==> src/rtl/pipeline_pkg.sv <==
// ----------------------------------------------------------------------------
// pipeline_pkg : types and constants shared by the hazard/stall controller
// rev 1.0
// ----------------------------------------------------------------------------
`default_nettype none

package pipeline_pkg;

   typedef enum logic [0:0] {
      IDLE = 1'b0,
      BUSY = 1'b1
   } md_state_e;

   localparam logic [4:0] REG_ZERO       = 5'd0;
   localparam int         MD_LATENCY_DEF = 4;
   localparam int         MD_CNT_W       = 4;

   // BUSY dwell count loaded on MD entry; EX is held for latency-1 cycles total
   function automatic logic [MD_CNT_W-1:0] md_load(input int latency);
      return MD_CNT_W'(latency - 2);
   endfunction

endpackage

`default_nettype wire

==> src/rtl/hazard_detection_sat_counter.sv <==
// ----------------------------------------------------------------------------
// sat_counter : up-counter that sticks at all-ones, async active-low reset
// rev 1.0
// ----------------------------------------------------------------------------
`default_nettype none

module sat_counter #(
   parameter int CNT_W = 16
) (
   input  logic             clk_i,
   input  logic             rst_ni,
   input  logic             inc_i,
   output logic [CNT_W-1:0] count_o
);

   logic [CNT_W-1:0] count_q;
   logic [CNT_W-1:0] count_d;

   always_comb begin
      count_d = count_q;
      if (inc_i && !(&count_q)) begin
         count_d = count_q + {{(CNT_W-1){1'b0}}, 1'b1};
      end
   end

   always_ff @(posedge clk_i or negedge rst_ni) begin
      if (!rst_ni) begin
         count_q <= '0;
      end else begin
         count_q <= count_d;
      end
   end

   assign count_o = count_q;

endmodule

`default_nettype wire

==> src/rtl/hazard_detection.sv <==
// ----------------------------------------------------------------------------
// hazard_detection : load-use stall, taken-branch flush and MUL/DIV EX hold
// rev 1.0
// ----------------------------------------------------------------------------
`default_nettype none

module hazard_detection
   import pipeline_pkg::*;
#(
   parameter int MD_LATENCY = MD_LATENCY_DEF,
   parameter int CNT_W      = 16
) (
   input  logic             clk_i,
   input  logic             rst_i,
   input  logic [4:0]       ID_RS_addr_i,
   input  logic [4:0]       ID_RT_addr_i,
   input  logic             ID_uses_RT_i,
   input  logic             EX_MemRead_i,
   input  logic [4:0]       EX_RT_addr_i,
   input  logic             EX_branch_taken_i,
   input  logic             EX_md_i,
   output logic             PC_write_o,
   output logic             IFID_write_o,
   output logic             IFID_flush_o,
   output logic             IDEX_write_o,
   output logic             IDEX_flush_o,
   output logic             EXMEM_flush_o,
   output logic             md_busy_o,
   output logic [CNT_W-1:0] stall_cycles_o
);

   localparam logic [MD_CNT_W-1:0] MD_LOAD = md_load(MD_LATENCY);

   md_state_e           state_q;
   md_state_e           state_d;
   logic [MD_CNT_W-1:0] cnt_q;
   logic [MD_CNT_W-1:0] cnt_d;
   logic                load_use;
   logic                md_stall;

   assign load_use = EX_MemRead_i && (EX_RT_addr_i != REG_ZERO) &&
                     ((EX_RT_addr_i == ID_RS_addr_i) ||
                      (ID_uses_RT_i && (EX_RT_addr_i == ID_RT_addr_i)));

   always_comb begin
      state_d  = state_q;
      cnt_d    = cnt_q;
      md_stall = 1'b0;
      unique case (state_q)
         IDLE: begin
            // a taken branch squashes the MD before it starts occupying EX
            if (EX_md_i && !EX_branch_taken_i) begin
               md_stall = 1'b1;
               cnt_d    = MD_LOAD;
               state_d  = BUSY;
            end
         end
         BUSY: begin
            if (cnt_q != '0) begin
               md_stall = 1'b1;
               cnt_d    = cnt_q - {{(MD_CNT_W-1){1'b0}}, 1'b1};
            end else begin
               state_d = IDLE;
            end
         end
         default: begin
            state_d = IDLE;
            cnt_d   = '0;
         end
      endcase
   end

   always_ff @(posedge clk_i or negedge rst_i) begin
      if (!rst_i) begin
         state_q <= IDLE;
         cnt_q   <= '0;
      end else begin
         state_q <= state_d;
         cnt_q   <= cnt_d;
      end
   end

   always_comb begin
      PC_write_o    = 1'b1;
      IFID_write_o  = 1'b1;
      IFID_flush_o  = 1'b0;
      IDEX_write_o  = 1'b1;
      IDEX_flush_o  = 1'b0;
      EXMEM_flush_o = 1'b0;
      if (EX_branch_taken_i) begin
         IFID_flush_o = 1'b1;
         IDEX_flush_o = 1'b1;
      end else if (md_stall) begin
         // ID/EX is held here, so a coincident load-use needs no bubble
         PC_write_o    = 1'b0;
         IFID_write_o  = 1'b0;
         IDEX_write_o  = 1'b0;
         EXMEM_flush_o = 1'b1;
      end else if (load_use) begin
         PC_write_o   = 1'b0;
         IFID_write_o = 1'b0;
         IDEX_flush_o = 1'b1;
      end
   end

   assign md_busy_o = (state_q == BUSY);

   sat_counter #(
      .CNT_W (CNT_W)
   ) u_stall_cnt (
      .clk_i   (clk_i),
      .rst_ni  (rst_i),
      .inc_i   (!PC_write_o),
      .count_o (stall_cycles_o)
   );

endmodule

`default_nettype wire

==> config.mk <==
export PLATFORM = sky130hd
export DESIGN_NAME = hazard_detection
export DESIGN_NICKNAME = d
export VERILOG_FILES = /design/src/rtl/pipeline_pkg.sv /design/src/rtl/hazard_detection_sat_counter.sv /design/src/rtl/hazard_detection.sv
export SDC_FILE = /design/constraint.sdc
export NUM_CORES = 1
export LEC_CHECK = 0
export ABC_AREA = 1
export ABC_CLOCK_PERIOD_IN_PS = 3100
export BUFFER_PORTS_ARGS = -buffer_cell sky130_fd_sc_hd__buf_2
export CORE_AREA = 3 3 63 65
export CTS_CLUSTER_DIAMETER = 200
export DETAILED_ROUTE_END_ITERATION = 10
export DIE_AREA = 0 0 66 68
export PLACE_DENSITY_LB_ADDON = 0.12
export SLEW_MARGIN = 20
export SYNTH_ARGS = -nofsm -noshare
export SYNTH_HDL_FRONTEND = slang
export SYNTH_HIERARCHICAL = 1
export SYNTH_SLANG_ARGS = --single-unit
export TNS_END_PERCENT = 50
==> constraint.sdc <==
create_clock -name clk_i -period 3.1 [get_ports clk_i]
set_input_delay 0.775 -clock clk_i [delete_from_list [all_inputs] [get_ports clk_i]]
set_output_delay 0.775 -clock clk_i [all_outputs]
set_load 0.005 [all_outputs]
# Word level (Yosys, flattened, before mapping)
# Cells that the tools add are included.
op_classes:
  add_sub_neg: 2
  n_eq_ne: 4
  n_mux: 17
  bitwise_logic: 1
  reduce_logical: 13
op_table:
  columns: ["op", "n"]
  rows:
  - ["adder 16 x 1 -> 16 bit, second input constant", 1]
  - ["AND reduction 16 bit", 1]
  - ["two-way mux 1 bit", 13]
  - ["== test 5 bit", 2]
  - ["two-way mux 4 bit", 2]
  - ["case mux 4 bit (2 select lines)", 1]
  - ["logical AND 1 bit", 5]
  - ["nonzero test 5 bit", 1]
  - ["nonzero test 4 bit", 1]
  - ["subtractor 4 x 1 -> 4 bit, second input constant", 1]
  - ["zero test 1 bit", 3]
  - ["inequality test 2 x 1 -> 1 bit, second input constant", 1]
  - ["inequality test 2 bit, second input constant", 1]
  - ["case mux 1 bit (2 select lines)", 1]
  - ["AND reduction 2 bit", 1]
  - ["logical OR 1 bit", 1]
  - ["NOT 1 bit", 1]
totals:
  register_bits: 21
  input_bits: 21
  out_inout_bits: 23
  elab_cells: 40

# Logic depth before layout (Yosys ltp)
# Gate-level depths: netlist of run 1.
depth:
  word_depth: 9
  depth_mapped: 16

# Hierarchy
# The synthesis of run 1 kept the hierarchy.
by_module_without_submodules:
  columns: ["mod", "instances", "cells_per_inst", "area_each_um2"]
  rows:
  - ["sat_counter", 1, 158, 1052.3]
  - ["hazard_detection", 1, 95, 548.0]

# Worst setup path after synthesis of run 1
# Ideal clock, no wire load.
synth_path:
  kind: "input -> output"
  start: "input ID_RT_addr_i[3]"
  end: "output PC_write_o"
  arrival_ps: 1415
  required_time_ps: 2325
  setup_slack_ps: 910
  stages: 10
  n_path_buf: 1
  cell_sequence: "inv_1 -> nand2_1 -> nand2_1 -> nor2_1 -> nand3_1 -> nand2_2 -> nand2_1 -> nand2_1 -> nand2_1 -> buf_4"
synth_between:
  elab_chain_len: 7
synth_rtl:
  columns: ["item", "line_no", "rtl"]
  rows:
  - ["from (decl)", "hazard_detection.sv:16", "input logic [4:0] ID_RT_addr_i,"]
  - ["== test 5 bit", "hazard_detection.sv:43", "(ID_uses_RT_i && (EX_RT_addr_i == ID_RT_addr_i)));"]
  - ["logical AND 1 bit", "hazard_detection.sv:43", null]
  - ["logical OR 1 bit", "hazard_detection.sv:42", "((EX_RT_addr_i == ID_RS_addr_i) ||"]
  - ["logical AND 1 bit", "hazard_detection.sv:41", "assign load_use = EX_MemRead_i && (EX_RT_addr_i != REG_ZERO) &&"]
  - ["two-way mux 1 bit (3 in series)", null, null]
  - ["to (decl)", "hazard_detection.sv:22", "output logic PC_write_o,"]
# Every way passes these cells.

# Worst setup path in the final report of run 1
layout_path:
  start: "register cnt_q[0]"
  end: "output EXMEM_flush_o"
layout_between:
  elab_chain_len: 5
layout_rtl:
  columns: ["item", "line_no", "rtl"]
  rows:
  - ["from (decl)", "hazard_detection.sv:36", "logic [MD_CNT_W-1:0] cnt_q;"]
  - ["from (signal assigned)", "hazard_detection.sv:79", "cnt_q <= cnt_d;"]
  - ["nonzero test 4 bit", "hazard_detection.sv:59", "if (cnt_q != '0) begin"]
  - ["two-way mux 1 bit", "hazard_detection.sv:59", null]
  - ["case mux 1 bit (2 select lines)", "hazard_detection.sv:49", "unique case (state_q)"]
  - ["net md_stall", "hazard_detection.sv:39", "logic md_stall;"]
  - ["two-way mux 1 bit", "hazard_detection.sv:93", "end else if (md_stall) begin"]
  - ["two-way mux 1 bit", "hazard_detection.sv:90", "if (EX_branch_taken_i) begin"]
  - ["to (decl)", "hazard_detection.sv:27", "output logic EXMEM_flush_o,"]
# The timed path passes the listed nets, and every way through them passes these cells.

==> flow_summary.json, run 1 <==
{
  "status": "completed",
  "p_per_area_mw_per_mm2": 502,
  "ys_seq_elements": 21,
  "grt_overflow": 0,
  "coreArea_sq_mm": 0.00339,
  "avgSynthCellArea_sq_um": 6.33,
  "cp-start-kind": "flop",
  "skew_ns": 0.00735,
  "pwr-share-seq": 0.435,
  "synth-simple-area-share": 0.483,
  "die_w_um": 66,
  "fp.dieH_um": 68,
  "drt_iter0_markers": 73,
  "slew-limit-headroom": 0.615,
  "clk_pin_slew_ns": 0.12,
  "final-seq-area_sq_um": 526,
  "yosys_warnings": 6,
  "met3_usage": 0.0345,
  "rsz0062_at_grt": "no",
  "wl_per_cell_um": 9.72,
  "worst_pin_slew_ns": 0.576,
  "synthAdderAreaFrac": 0.0235,
  "p_int_w": 0.000547,
  "cts_setup_buffers": 0,
  "cts-buffers-inserted": 3,
  "finalCriticalPeriod_ns": 2.39,
  "portBuffers": 43,
  "cts_tree": "built",
  "combPwrFrac": 0.425,
  "drcViolationCount": 0,
  "gp_routability_congestion": 0.774,
  "io_pins": 44,
  "synth_nets": 277,
  "required_ns": 2.32,
  "multi_input_area_sq_um": 883,
  "hpwlAfterDp_mm": 2.63,
  "first_pass_iters": 4,
  "netlist.area_leader.share": 0.328,
  "use_met1": 0.230,
  "grt_pass1_wl_mm": 5.86,
  "cts_sinks": 21,
  "root_buffer": "clkbuf_4",
  "synth_area_leaders": "dfrtp_1 (33%), nand2_1 (24%), inv_1 (6.8%)",
  "worstSkewPairLatency_ns": 0.30,
  "grt_max_degree": 22,
  "vdd_drop_max_v": 0.000232,
  "synth_compound_area_frac": 0.0235,
  "holdWs_ns": 0.400,
  "cts_hold_buf": 0,
  "yosys.area_share.xor_xnor": 0.0219,
  "start_util": 0.472,
  "nFillCells": 341,
  "grt_pass1_vias": 1340,
  "ctsLongestPathBuffers": 2,
  "cap_violations": 0,
  "fmax_ghz": 0.418,
  "finalHoldViolCount": 0,
  "drt-total-wl_mm": 3.32,
  "leakage_nw": 1.07,
  "drive_gt1_frac": 0.247,
  "die_area_sq_mm": 0.00449,
  "synth_cell_types": 26,
  "h-tree-depth": 1,
  "busiest_layer": "met2",
  "setup_tns_ns": 0,
  "antenna_found_initial": 0,
  "routed-via-count": 1576,
  "synth_top_family_by_area": "simple AND/OR/NAND/NOR gates",
  "final_nets": 321,
  "row_count": 21,
  "synthCells": 253,
  "grtUsageMet2": 0.262,
  "finalSetupViolations": 0,
  "cp-end-kind": "output port",
  "path_class": "reg -> out",
  "synth_largest_area_cell": "dfrtp_1",
  "vias_per_cell": 4.61,
  "period_share": 0.771,
  "arrival_ns": 1.62,
  "path_max_fanout": 5,
  "clkPwrFrac": 0.141,
  "final_util": 0.551,
  "diodes": 0,
  "slew_viol_final": 0,
  "grt_usage": 0.163,
  "syn-cell-area_sq_mm": 0.00160,
  "synth_mux_area_frac": 0,
  "switchingPower_w": 0.000390,
  "ant_nets": 0,
  "holdCritPathClass": "in -> async",
  "seq_area_frac_synth": 0.328,
  "switching_share": 0.416,
  "ctsResizeCount": 0,
  "area_growth_pct": 16.7
}
## power groups by stage
stage / Sequential [W] / Combinational (W) / Clock, W
global route: 0.000420 / 0.000459 / 0.000153
detailed placement: 0.000413 / 0.000404 / 0
finish: 0.000408 / 0.000398 / 0.000132
floorplan: 0.000398 / 0.000297 / 0
global placement: 0.000414 / 0.000403 / 0
CTS: 0.000407 / 0.000406 / 0.000140
## per-layer routing
metal,up-vias,wire length (um)
met2,34,1440
li1,858,-
met1,682,1710
met4,0,19
met3,2,147
met5,-,0
## path summary, 6_finish.rpt
path                                from                      end  slack [ns]  cells past startpoint
worst min register to register  cnt_q[0]                 cnt_q[0]        0.49                      1
worst max-delay path            cnt_q[0]            EXMEM_flush_o        0.71                     10
worst min-delay path               rst_i                 cnt_q[2]        0.40                      1
max in group asynchronous          rst_i  u_stall_cnt/count_o[10]        2.37                      1
min in group clk_i              cnt_q[0]                 cnt_q[0]        0.49                      1
worst max register to register  cnt_q[0]   u_stall_cnt/count_o[8]        1.07                     16
## layout make-up
cell class / count / share of cell area
well taps: 46 / 0.0308
inverters: 41 / 0.0845
clock inverters: 1 / 0.00268
flip-flops and latches: 21 / 0.282
multi-input cells: 187 / 0.473
repair buffers: 43 / 0.115
clock buffers: 3 / 0.0121
## logic make-up after synthesis
group / Yosys count
buffers and inverters: 45
flip-flops: 21
AND/OR/NAND/NOR: 173
XOR/XNOR: 4
adder cells (fa/ha/maj): 3
AO/OA/AOI/OAI: 7
## critical path, cell delays in order, from the launching register on
cell     delay, ns
dfrtp_1       0.41
inv_1         0.10
ha_1          0.17
nand3_2       0.08
nand2_2       0.11
inv_4         0.07
nor2_8        0.10
inv_2         0.05
nand2_2       0.06
inv_1         0.04
buf_2         0.11
## cell usage after synthesis
| cell | n |
|---|---|
| xor2_1 | 2 |
| ha_1 | 3 |
| xnor2_1 | 2 |
| a22oi_1 | 1 |
| dfrtp_1 | 21 |
| nor3_1 | 2 |
| a21oi_1 | 1 |
| nand2_2 | 7 |
| buf_4 | 3 |
| inv_2 | 10 |
| o21ai_0 | 4 |
| buf_6 | 1 |
| and2_1 | 1 |
| clkinv_2 | 1 |
| inv_1 | 29 |
| nor2_8 | 1 |
| nor2_1 | 28 |
| inv_4 | 1 |
| nand4_1 | 7 |
| nand2_1 | 104 |
| nor2_2 | 1 |
| nor2_4 | 2 |
| nand3_2 | 3 |
| nand3b_1 | 4 |
| o21ai_1 | 1 |
| nand3_1 | 13 |
## through the flow
step / setup WS [ns] / cell area [sq um] / instances / total power (W)
floorplan: 0.910 / 1600 / 253 / 0.000695
global placement: 0.739 / 1840 / 338 / 0.000817
detailed placement: 0.736 / 1840 / 338 / 0.000817
CTS: 0.684 / 1870 / 342 / 0.000954
global route: 0.528 / 1870 / 342 / 0.00103
finish: 0.709 / 1870 / 342 / 0.000937
## layout by cell type (no fill, tap or decap)
master and count:
nor3_1 2, inv_2 10, nand4_1 7, nand2_1 104, ha_1 3, clkinv_2 2
a22oi_1 1, nor2_1 28, nor2_8 1, nand3b_1 4, and2_1 1, buf_2 43
o21ai_1 1, inv_4 1, o21ai_0 4, nand2_2 7, xnor2_1 2, inv_1 29
nand3_2 3, dfrtp_1 21, nand3_1 13, clkbuf_4 3, nor2_4 2, xor2_1 2
nor2_2 1, a21oi_1 1
## registers in the layout, indices dropped and copies added, names as in the netlist
register,cells
cnt_q,4
md_busy_o,1
u_stall_cnt/count_o,16
Power figures use the tool's default switching activity.
==> inputs of run 2 (changes only) <==
Settings changed: ABC_CLOCK_PERIOD_IN_PS 3100 to 2300.
Clock period 3.1 ns to 2.3 ns, I/O delays scaled along.
==> flow_summary.json, run 2 (synthesis gave the netlist of run 1 again) <==
{
  "wl_per_cell_um": 9.86,
  "vdd_drop_max_v": 0.000269,
  "coreArea_sq_mm": 0.00339,
  "p_per_area_mw_per_mm2": 689,
  "worst_pin_slew_ns": 0.470,
  "die_w_um": 66,
  "slew_viol_final": 0,
  "pwr-share-seq": 0.424,
  "diodes": 0,
  "holdCritPathClass": "in -> async",
  "combPwrFrac": 0.439,
  "cts_sinks": 21,
  "switching_share": 0.417,
  "grt_usage": 0.165,
  "final_nets": 324,
  "portBuffers": 43,
  "crit_family": "flip-flops",
  "antenna_found_initial": 0,
  "path_buf_inv": 5,
  "path_cells": "inv_1 > ha_1 > nand3_2 > nand2_4 > inv_4 > nor2_8 > inv_2 > nand2_2 > inv_1 > buf_2",
  "grt_pass1_vias": 1355,
  "root_buffer": "clkbuf_4",
  "cp-start-kind": "flop",
  "clkPwrFrac": 0.137,
  "drt-total-wl_mm": 3.40,
  "h-tree-depth": 1,
  "row_count": 21,
  "crit_path_top_delay_cell": "dfrtp_1",
  "setup_tns_ns": 0,
  "grt_pass1_wl_mm": 5.87,
  "vias_per_cell": 4.64,
  "leakage_nw": 1.09,
  "path_max_fanout": 5,
  "cap_violations": 0,
  "switchingPower_w": 0.000544,
  "skew_ns": 0.00722,
  "fp.dieH_um": 68,
  "cts_tree": "built",
  "routed-via-count": 1601,
  "max_stage_delay_ns": 0.38,
  "period_share": 0.936,
  "finalSetupViolations": 0,
  "most-common-layout-cells": "nand2_1 (104), buf_2 (43), inv_1 (29)",
  "cts_hold_buf": 0,
  "drive_gt1_frac": 0.254,
  "required_ns": 1.73,
  "finalHoldViolCount": 0,
  "ctsLongestPathBuffers": 2,
  "clk_pin_slew_ns": 0.12,
  "ant_nets": 0,
  "drcViolationCount": 0,
  "rsz0062_at_grt": "no",
  "hpwlAfterDp_mm": 2.73,
  "p_int_w": 0.000760,
  "arrival_ns": 1.58,
  "grt_max_degree": 22,
  "start_util": 0.472,
  "gp_routability_congestion": 0.776,
  "final_common_cell": "nand2_1",
  "power_w": 0.00130,
  "drt_iter0_markers": 92,
  "grt_overflow": 0,
  "path_class": "reg -> out",
  "first_pass_iters": 4,
  "io_pins": 44,
  "slew-limit-headroom": 0.687,
  "finalCriticalPeriod_ns": 2.15,
  "die_area_sq_mm": 0.00449,
  "area_growth_pct": 18.4,
  "cpMostUsedCell": "inv_1",
  "fmax_ghz": 0.465,
  "cts-buffers-inserted": 3,
  "worstSkewPairLatency_ns": 0.30,
  "cp-end-kind": "output port",
  "status": "completed",
  "largest_reg_flops": 16
}
-- run 2: power by group through the flow --
stage | registers (W) | clock network [W] | logic (W)
finish | 0.000553 | 0.000179 | 0.000572
global route | 0.000569 | 0.000203 | 0.000652
CTS | 0.000554 | 0.000193 | 0.000561
detailed placement | 0.000562 | 0 | 0.000560
global placement | 0.000558 | 0 | 0.000552
floorplan | 0.000536 | 0 | 0.000400
-- run 2: layer usage --
metal  global-route usage  vias to the layer above  wire length (um)
li1                     -                      857                 -
met1                0.226                      715              1660
met2                0.270                       27              1580
met3               0.0394                        2               139
met4               0.0279                        0                13
met5                    0                        -                 0
-- run 2: through the flow --
stage	std cells	area [sq um]	setup slack, ns	hold slack [ns]	utilization
2_1_floorplan	253	1600	0.475	0.279	-
3_3_place_gp	340	1850	0.212	0.470	0.547
3_5_place_dp	340	1850	0.166	0.474	0.547
4_1_cts	344	1880	0.0763	0.211	0.555
5_1_grt	345	1890	0.00187	0.229	0.559
6_report	345	1890	0.148	0.209	0.559
-- run 2: layout make-up --
type	count	area, sq um
Fill cell	344	1500
Clock inverter	1	5.00
Inverter	41	158
Tap cell	46	57.6
Multi-Input combinational cell	187	888
Sequential cell	21	526
Timing Repair Buffer	46	238
Clock buffer	3	22.5
-- run 2: repair_timing --
action / 4_1_cts / 5_1_grt
hold endpoints to repair: 0 / 0
gates resized for setup: 0 / 1
setup buffers: 0 / 1
endpoints found under the setup margin: 0 / 5
-- run 2: worst paths after layout --
path,from,endpoint,cells past startpoint,slack (ns)
max reg2reg,cnt_q[0],u_stall_cnt/count_o[11],16,0.33
max,cnt_q[1],EXMEM_flush_o,10,0.15
min in group clk_i,u_stall_cnt/count_o[15],u_stall_cnt/count_o[15],2,0.54
max in group asynchronous,rst_i,u_stall_cnt/count_o[3],1,1.77
min reg2reg,u_stall_cnt/count_o[15],u_stall_cnt/count_o[15],2,0.54
min,rst_i,u_stall_cnt/count_o[9],1,0.21
==> inputs of run 3 (changes only) <==
Settings changed: CTS_BUF_LIST set to sky130_fd_sc_hd__clkbuf_16, SETUP_SLACK_MARGIN set to 0.4.
==> flow_summary.json, run 3 (synthesis gave the netlist of run 1 again) <==
{
  "finalCriticalPeriod_ns": 1.99,
  "grt_max_degree": 22,
  "drt-total-wl_mm": 3.85,
  "finalHoldViolCount": 0,
  "status": "completed",
  "first_pass_iters": 4,
  "portBuffers": 43,
  "cts-buffers-inserted": 3,
  "ant_nets": 0,
  "gp_routability_congestion": 0.776,
  "cap_violations": 0,
  "fp.dieH_um": 68,
  "drcViolationCount": 0,
  "final_util": 0.617,
  "ctsLongestPathBuffers": 2,
  "die_w_um": 66,
  "setup_tns_ns": 0,
  "required_ns": 1.73,
  "slew-limit-headroom": 0.676,
  "fmax_ghz": 0.503,
  "reg2reg_from": "cnt_q[0]",
  "path_max_fanout": 4,
  "largest_reg_flops": 16,
  "final_common_cell": "nand2_1",
  "row_count": 21,
  "finalSetupViolations": 0,
  "worst_pin_slew_ns": 0.486,
  "p_per_area_mw_per_mm2": 819,
  "rsz0062_at_grt": "yes",
  "drive_gt1_frac": 0.306,
  "grt_overflow": 0,
  "worstSkewPairLatency_ns": 0.25,
  "cp-start-kind": "flop",
  "power_w": 0.00171,
  "routed-via-count": 1651,
  "area_growth_pct": 30.7,
  "die_area_sq_mm": 0.00449,
  "r2r_setup_slack_ns": 0.37,
  "path_class": "reg -> out",
  "arrival_ns": 1.41,
  "coreArea_sq_mm": 0.00339,
  "skew_ns": 0.00525,
  "crit_start": "cnt_q[1]",
  "cts_sinks": 21,
  "vdd_drop_max_v": 0.000333,
  "cp-end-kind": "output port",
  "leakage_nw": 1.17,
  "final_nets": 335,
  "h-tree-depth": 1,
  "cts_tree": "built",
  "root_buffer": "clkbuf_16",
  "hpwlAfterDp_mm": 2.73,
  "vias_per_cell": 4.64,
  "grt_pass1_vias": 1459,
  "grt_pass1_wl_mm": 6.27,
  "antenna_found_initial": 0,
  "diodes": 0,
  "period_share": 0.865,
  "r2r_cells": 17,
  "clk_pin_slew_ns": 0.06,
  "most-common-layout-cells": "nand2_1 (101), buf_2 (40), inv_1 (27), nor2_1 (27), dfrtp_1 (21)",
  "r2r_end": "u_stall_cnt/count_o[11]",
  "nFillCells": 318,
  "grt_usage": 0.178,
  "start_util": 0.472,
  "drt_iter0_markers": 63,
  "wl_per_cell_um": 10.8,
  "io_pins": 44,
  "holdCritPathClass": "in -> async",
  "slew_viol_final": 0
}
-- run 3: cell types whose count changed in the layout (fill, tap and decap cells not counted), moves of 2 or more --
cell	before	now
buf_2	43	40
buf_4	3	15
buf_6	0	2
clkbuf_16	0	3
clkbuf_4	3	0
inv_1	29	27
inv_2	10	12
nand2_1	104	101
nand2_2	6	8
-- run 3: area by class of cell --
type	instances	area [sq um]	area share
tap	46	57.6	0.0275
clock buffer	3	75.1	0.0359
sequential	21	526	0.251
clock inverter	1	5.00	0.00239
timing repair buffer	57	335	0.160
inverter	41	160	0.0766
multi-input combinational	187	933	0.446
-- run 3: how the worst max path moves through the flow --
stage / endpoint / slack (ns)
6_report: EXMEM_flush_o / 0.31
5_1_grt: u_stall_cnt/count_o[15] / 0.21
4_1_cts: EXMEM_flush_o / 0.30
3_5_place_dp: u_stall_cnt/count_o[11] / 0.17
3_3_place_gp: u_stall_cnt/count_o[15] / 0.21
2_1_floorplan: u_stall_cnt/count_o[15] / 0.47
-- run 3: timing repair --
action	CTS	global route
setup endpoints to repair	8	10
pin swaps	8	14
gates resized for setup	10	8
hold buffers	0	0
buffers inserted	6	6
-- run 3: metrics by stage --
stage	instances	worst slack [ns]	instance area [sq um]	hold WS, ns
CTS	350	0.305	2020	0.291
detailed placement	340	0.166	1850	0.474
global placement	340	0.212	1850	0.470
floorplan	253	0.475	1600	0.279
global route	356	0.205	2090	0.322
finish	356	0.310	2090	0.278
-- run 3: worst max-delay path: stages (launching register included) --
cell     delay, ns
dfrtp_1       0.37
inv_2         0.08
ha_4          0.15
nand3_4       0.07
nand2_4       0.08
inv_6         0.04
nor2_8        0.10
inv_2         0.05
nand2_2       0.07
inv_1         0.04
buf_2         0.11
-- run 3: routing by layer --
layer	vias to the layer above	global-route usage	share of wire
met5	-	0	0
met4	0	0.0431	0.0049
met3	2	0.0328	0.048
met2	33	0.309	0.49
met1	735	0.230	0.45
li1	881	-	-
-- run 3: where the power goes --
part	switching [W]	internal [W]	leakage, nW	total [W]
Sequential	0.000105	0.000456	0.277	0.000561
Clock	0.000137	0.000233	0.0409	0.000371
Combinational	0.000405	0.000376	0.853	0.000781
